[config.mk]
export PLATFORM = sky130hd
export DESIGN_NAME = ch3_wave_gen
export DESIGN_NICKNAME = d
export VERILOG_FILES = /design/src/rtl/ch3_pkg.sv /design/src/rtl/ch3_length_ctr.sv /design/src/rtl/ch3_wave_gen.sv
export SDC_FILE = /design/constraint.sdc
export NUM_CORES = 1
export LEC_CHECK = 0
export ABC_AREA = 0
export CELL_PAD_IN_SITES_DETAIL_PLACEMENT = 0
export CELL_PAD_IN_SITES_GLOBAL_PLACEMENT = 2
export CORE_ASPECT_RATIO = 1.2
export CORE_MARGIN = 2
export CORE_UTILIZATION = 30
export DETAILED_ROUTE_END_ITERATION = 10
export PLACE_DENSITY = 0.87
export SYNTH_ARGS = -nofsm -noshare
export SYNTH_HDL_FRONTEND = slang
export SYNTH_SLANG_ARGS = --single-unit
export TNS_END_PERCENT = 10
[constraint.sdc]
create_clock -name cery_2mhz -period 2.1 [get_ports cery_2mhz]
set_input_delay 0.21 -clock cery_2mhz [delete_from_list [all_inputs] [get_ports cery_2mhz]]
set_output_delay 0.21 -clock cery_2mhz [all_outputs]
set_load 0.1 [all_outputs]
[src/rtl/ch3_pkg.sv]
// Shared types and constants for the channel 3 wave playback engine.
package ch3_pkg;

    localparam int FREQ_W = 11;
    localparam int POS_W  = 5;
    localparam logic [FREQ_W-1:0] FREQ_MAX = 11'd2047;

    typedef enum logic [1:0] {
        MUTE    = 2'd0,
        FULL    = 2'd1,
        HALF    = 2'd2,
        QUARTER = 2'd3
    } vol_code_t;

    function automatic logic [3:0] vol_shift(input logic [3:0] nib, input vol_code_t code);
        logic [3:0] res;
        case (code)
            MUTE:    res = 4'd0;
            FULL:    res = nib;
            HALF:    res = nib >> 1;
            QUARTER: res = nib >> 2;
            default: res = 4'd0;
        endcase
        return res;
    endfunction

endpackage

[src/rtl/ch3_length_ctr.sv]
// 8-bit up-counting length counter; pulses expire_o when a tick wraps 255 -> 0.
module ch3_length_ctr
    import ch3_pkg::*;
(
    input  logic       clk_i,
    input  logic       rst_ni,
    input  logic       len_wr_i,
    input  logic [7:0] len_data_i,
    input  logic       len_tick_i,
    input  logic       len_en_i,
    input  logic       active_i,
    output logic       expire_o
);

    logic [7:0] lcnt_q;
    logic [7:0] lcnt_d;
    logic       tick_ok;

    always_comb begin
        tick_ok  = len_tick_i && len_en_i && active_i;
        lcnt_d   = lcnt_q;
        expire_o = 1'b0;
        if (len_wr_i) begin
            lcnt_d = len_data_i;
        end else if (tick_ok) begin
            // Natural 8-bit wrap; the wrap itself is what ends playback.
            lcnt_d   = lcnt_q + 8'd1;
            expire_o = (lcnt_q == 8'hFF);
        end
    end

    always_ff @(posedge clk_i or negedge rst_ni) begin
        if (!rst_ni) begin
            lcnt_q <= 8'd0;
        end else begin
            lcnt_q <= lcnt_d;
        end
    end

endmodule

[src/rtl/ch3_wave_gen.sv]
// Channel 3 playback: frequency timer, wave position, wave RAM fetch,
// volume shift and the channel-active flag.
module ch3_wave_gen #(
    parameter int FREQ_W = 11,
    parameter int POS_W  = 5
) (
    input  logic              cery_2mhz,
    input  logic              napu_reset,
    input  logic [FREQ_W-1:0] freq,
    input  logic              trigger,
    input  logic              dac_en,
    input  logic              len_en,
    input  logic              len_wr,
    input  logic [7:0]        len_data,
    input  logic              len_tick,
    input  logic [1:0]        vol,
    output logic              wave_rd,
    output logic [POS_W-2:0]  wave_addr,
    input  logic [7:0]        wave_data,
    output logic [3:0]        sample,
    output logic              active
);

    import ch3_pkg::*;

    localparam logic [FREQ_W-1:0] FTMR_TOP = {FREQ_W{1'b1}};

    logic [FREQ_W-1:0] ftmr_q, ftmr_d;
    logic [POS_W-1:0]  pos_q, pos_d;
    logic [POS_W-1:0]  pos_inc;
    logic [7:0]        wbuf_q, wbuf_d;
    logic              fetch_q, fetch_d;
    logic              active_q, active_d;
    logic              overflow;
    logic              expire;
    logic [3:0]        nib;

    ch3_length_ctr u_length_ctr (
        .clk_i      (cery_2mhz),
        .rst_ni     (napu_reset),
        .len_wr_i   (len_wr),
        .len_data_i (len_data),
        .len_tick_i (len_tick),
        .len_en_i   (len_en),
        .active_i   (active_q),
        .expire_o   (expire)
    );

    always_comb begin
        overflow  = active_q && (ftmr_q == FTMR_TOP);
        pos_inc   = pos_q + POS_W'(1);
        // A trigger overrides the overflow, so no fetch is issued that cycle.
        wave_rd   = overflow && !trigger;
        wave_addr = wave_rd ? pos_inc[POS_W-1:1] : '0;
        fetch_d   = wave_rd;

        ftmr_d = ftmr_q;
        pos_d  = pos_q;
        if (trigger) begin
            ftmr_d = freq;
            pos_d  = '0;
        end else if (overflow) begin
            ftmr_d = freq;
            pos_d  = pos_inc;
        end else if (active_q) begin
            ftmr_d = ftmr_q + FREQ_W'(1);
        end

        // Byte returns one cycle after the request; a trigger drops it.
        wbuf_d = wbuf_q;
        if (fetch_q && active_q && !trigger) begin
            wbuf_d = wave_data;
        end

        active_d = active_q;
        if (!dac_en) begin
            active_d = 1'b0;
        end else if (expire) begin
            active_d = 1'b0;
        end else if (trigger) begin
            active_d = 1'b1;
        end

        nib    = pos_q[0] ? wbuf_q[3:0] : wbuf_q[7:4];
        sample = active_q ? vol_shift(nib, vol_code_t'(vol)) : 4'd0;
    end

    always_ff @(posedge cery_2mhz or negedge napu_reset) begin
        if (!napu_reset) begin
            ftmr_q   <= '0;
            pos_q    <= '0;
            wbuf_q   <= 8'd0;
            fetch_q  <= 1'b0;
            active_q <= 1'b0;
        end else begin
            ftmr_q   <= ftmr_d;
            pos_q    <= pos_d;
            wbuf_q   <= wbuf_d;
            fetch_q  <= fetch_d;
            active_q <= active_d;
        end
    end

    assign active = active_q;

endmodule

==> metrics.csv <==
metric;value;unit
cts-root-buf;clkbuf_8;
antenna_found_initial;0;
fin_ws;113;ps
synth_flop_cell;dfrtp_1;
cp-end-kind;primary output;
syn_inst;192;
worstPathArrival;1780;ps
grt_pass1_vias;1659;
syn_area;1870;um^2
n_antenna_cell;0;
rsz0062_at_grt;no;
synth_cell_types;39;
ys_seq_area_share;45.4;%
die-width;76.1;um
synth_top_cell_by_area;dfrtp_1;
synth_area_per_cell;9.76;um^2
core_area;6050;um^2
cap_violations;0;
crit_fanout;7;
antenna_left;0;
synth_edf_count;0;
nNetsFinal;293;
synth_nets;231;
io_buffers;45;
hpwl;3.22;mm
synth.most_common_cell;dfrtp_1;
viasPerCell;4.89;
tightest_slew;496;ps
design_area;2800;um^2
slew_violations;0;
cts_buffer_depth;2;
status;finished clean;
rows;31;
max_freq;503;MHz
powerDensity;561;nW/um^2
cp_data_required_time;1890;ps
hp-class;input port to async pin;
yosys_warnings;0;
drc;0;
synth_seq_cells;34;
grt_first_pass_wirelength;7.36;mm
die_h;90.6;um
grt_max_degree;21;
postPlaceCellArea;2620;um^2
dp_slack;222;ps
numCtsBuffers;5;
clock-sinks;34;
finalHoldViolations;0;
globalplace.congestion;0.804;
netlist_top_cells_count;dfrtp_1, nand2_1, nor2_1, o21ai_0;
cts_max_level;2;
ys_top_cells_by_area;dfrtp_1, mux2_2, o21ai_0, xnor2_1, xor2_1;
period_share;94.6;%
start_kind;register;
relSlewSlack;66.9;%
wl_per_cell;12.7;um
synthArstFlopShare;100;%
area.growth.synth_to_final;49.4;%
clock_latency;280;ps
overflow;0;
cts.clk_slew.worst_paths;70;ps
yosysTopAreaCellShare;45.4;%
io_pins;46;
start_util;31.0;%
die_area;6890;um^2
drive_gt1_share;23.9;%
irDropWorstVdd;356;uV
track_usage;13.1;%
path_class;register to primary output;
setup_viol;0;
period_needed;1990;ps
fin_skew;6.89;ps
cts_tree;done;
totalWireLength;4.28;mm
dr.pass1.iters;4;
drt_iter0_drc;49;
p_leak;1.15;nW
vias;1649;
## cells in the final DEF (no fill, tap or decap), types with 2 or more instances in the layout
cell	Yosys	routed
clkdlybuf4s50_1	0	35
dfrtp_1	34	32
buf_4	0	18
nand2_1	15	15
o21ai_0	15	15
nor2_1	15	14
buf_12	0	10
mux2_2	9	9
xnor2_1	8	8
clkbuf_8	0	8
nand3_1	7	7
xor2_1	7	7
inv_1	7	7
nor3_1	9	6
a21oi_1	7	6
mux2i_1	5	5
a211oi_1	4	4
nand4_1	4	4
o21a_1	3	3
nor3_4	0	3
or3_1	3	3
a31oi_1	3	3
nand2b_1	3	3
o221ai_1	3	3
nor3b_1	2	2
and4b_1	2	2
ha_1	3	2
## final cells by class
cell class | count | area (um^2)
flip-flops and latches | 34 | 856
clock buffers | 8 | 110
well taps | 82 | 103
repair buffers | 63 | 686
multi-input cells | 143 | 1020
fillers | 610 | 3250
inverters | 7 | 26.3
## repair_timing
item	4_1_cts	5_1_grt
resized for setup	0	2
hold buffers	0	0
pin swaps	1	0
setup buffers	4	3
endpoints found under the setup margin	1	4
## sequential cells by signal (all words and copies together) (netlist names)
signal and count:
ftmr_q 11, u_length_ctr.lcnt_q 8, wbuf_q 8, pos_q 5, active 1, fetch_q 1
## per-stage QoR
step	utilization (%)	TNS (ps)	std cells	total power, mW	hold slack [ps]
after floorplan	-	-804	192	0.876	-85.6
after detailed placement	43.3	0	322	1.01	489
final	46.2	0	337	1.57	285
after global routing	46.2	0	337	1.66	278
after global placement	43.3	0	322	1.01	481
after CTS	45.8	0	334	1.58	292
## critical path: stages (launching register included)
cell,delay [ps]
dfrtp_2,480
mux2i_1,170
or3b_2,460
a21boi_2,200
buf_12,190
## metal layers
metal  up-vias  GRT usage [%]  part of all wire, %
li1        814              -                    -
met5         -              0                    0
met3         6           5.30                  5.9
met1       794           14.6                   42
met2        35           22.9                   51
met4         0           4.09                 0.98
## cells by family after synthesis
family / after synthesis / share of synthesized area, %
flip-flops: 34 / 45.4
buffers and inverters: 15 / 3.34
multiplexers: 14 / 8.08
AO/OA/AOI/OAI: 41 / 14.0
AND/OR/NAND/NOR: 70 / 20.1
adder cells (fa/ha/maj): 3 / 2.00
XOR/XNOR: 15 / 7.01
## power breakdown
part / total, mW / switching, mW / leakage (nW) / internal, mW
registers: 0.738 / 0.0412 / 0.426 / 0.697
logic: 0.266 / 0.126 / 0.663 / 0.141
clock network: 0.564 / 0.233 / 0.0575 / 0.331
## path summary, 6_finish.rpt
| path | from | to | slack [ps] | cells past startpoint |
|---|---|---|---|---|
| worst max-delay path | pos_q[0]$_DFFE_PN0P_ | sample[0] | 110 | 4 |
| worst min-delay path | napu_reset | wbuf_q[4]$_DFFE_PN0P_ | 290 | 2 |
| worst max register to register | ftmr_q[0]$_DFFE_PN0P_ | pos_q[3]$_DFFE_PN0P_ | 410 | 6 |
| worst min register to register | u_length_ctr.lcnt_q[7]$_DFFE_PN0P_ | active$_DFFE_PN0P_ | 490 | 1 |
| max in group asynchronous | napu_reset | active$_DFFE_PN0P_ | 1550 | 2 |
| min in group cery_2mhz | dac_en | active$_DFFE_PN0P_ | 450 | 3 |
(Power assumes the default switching activity.)
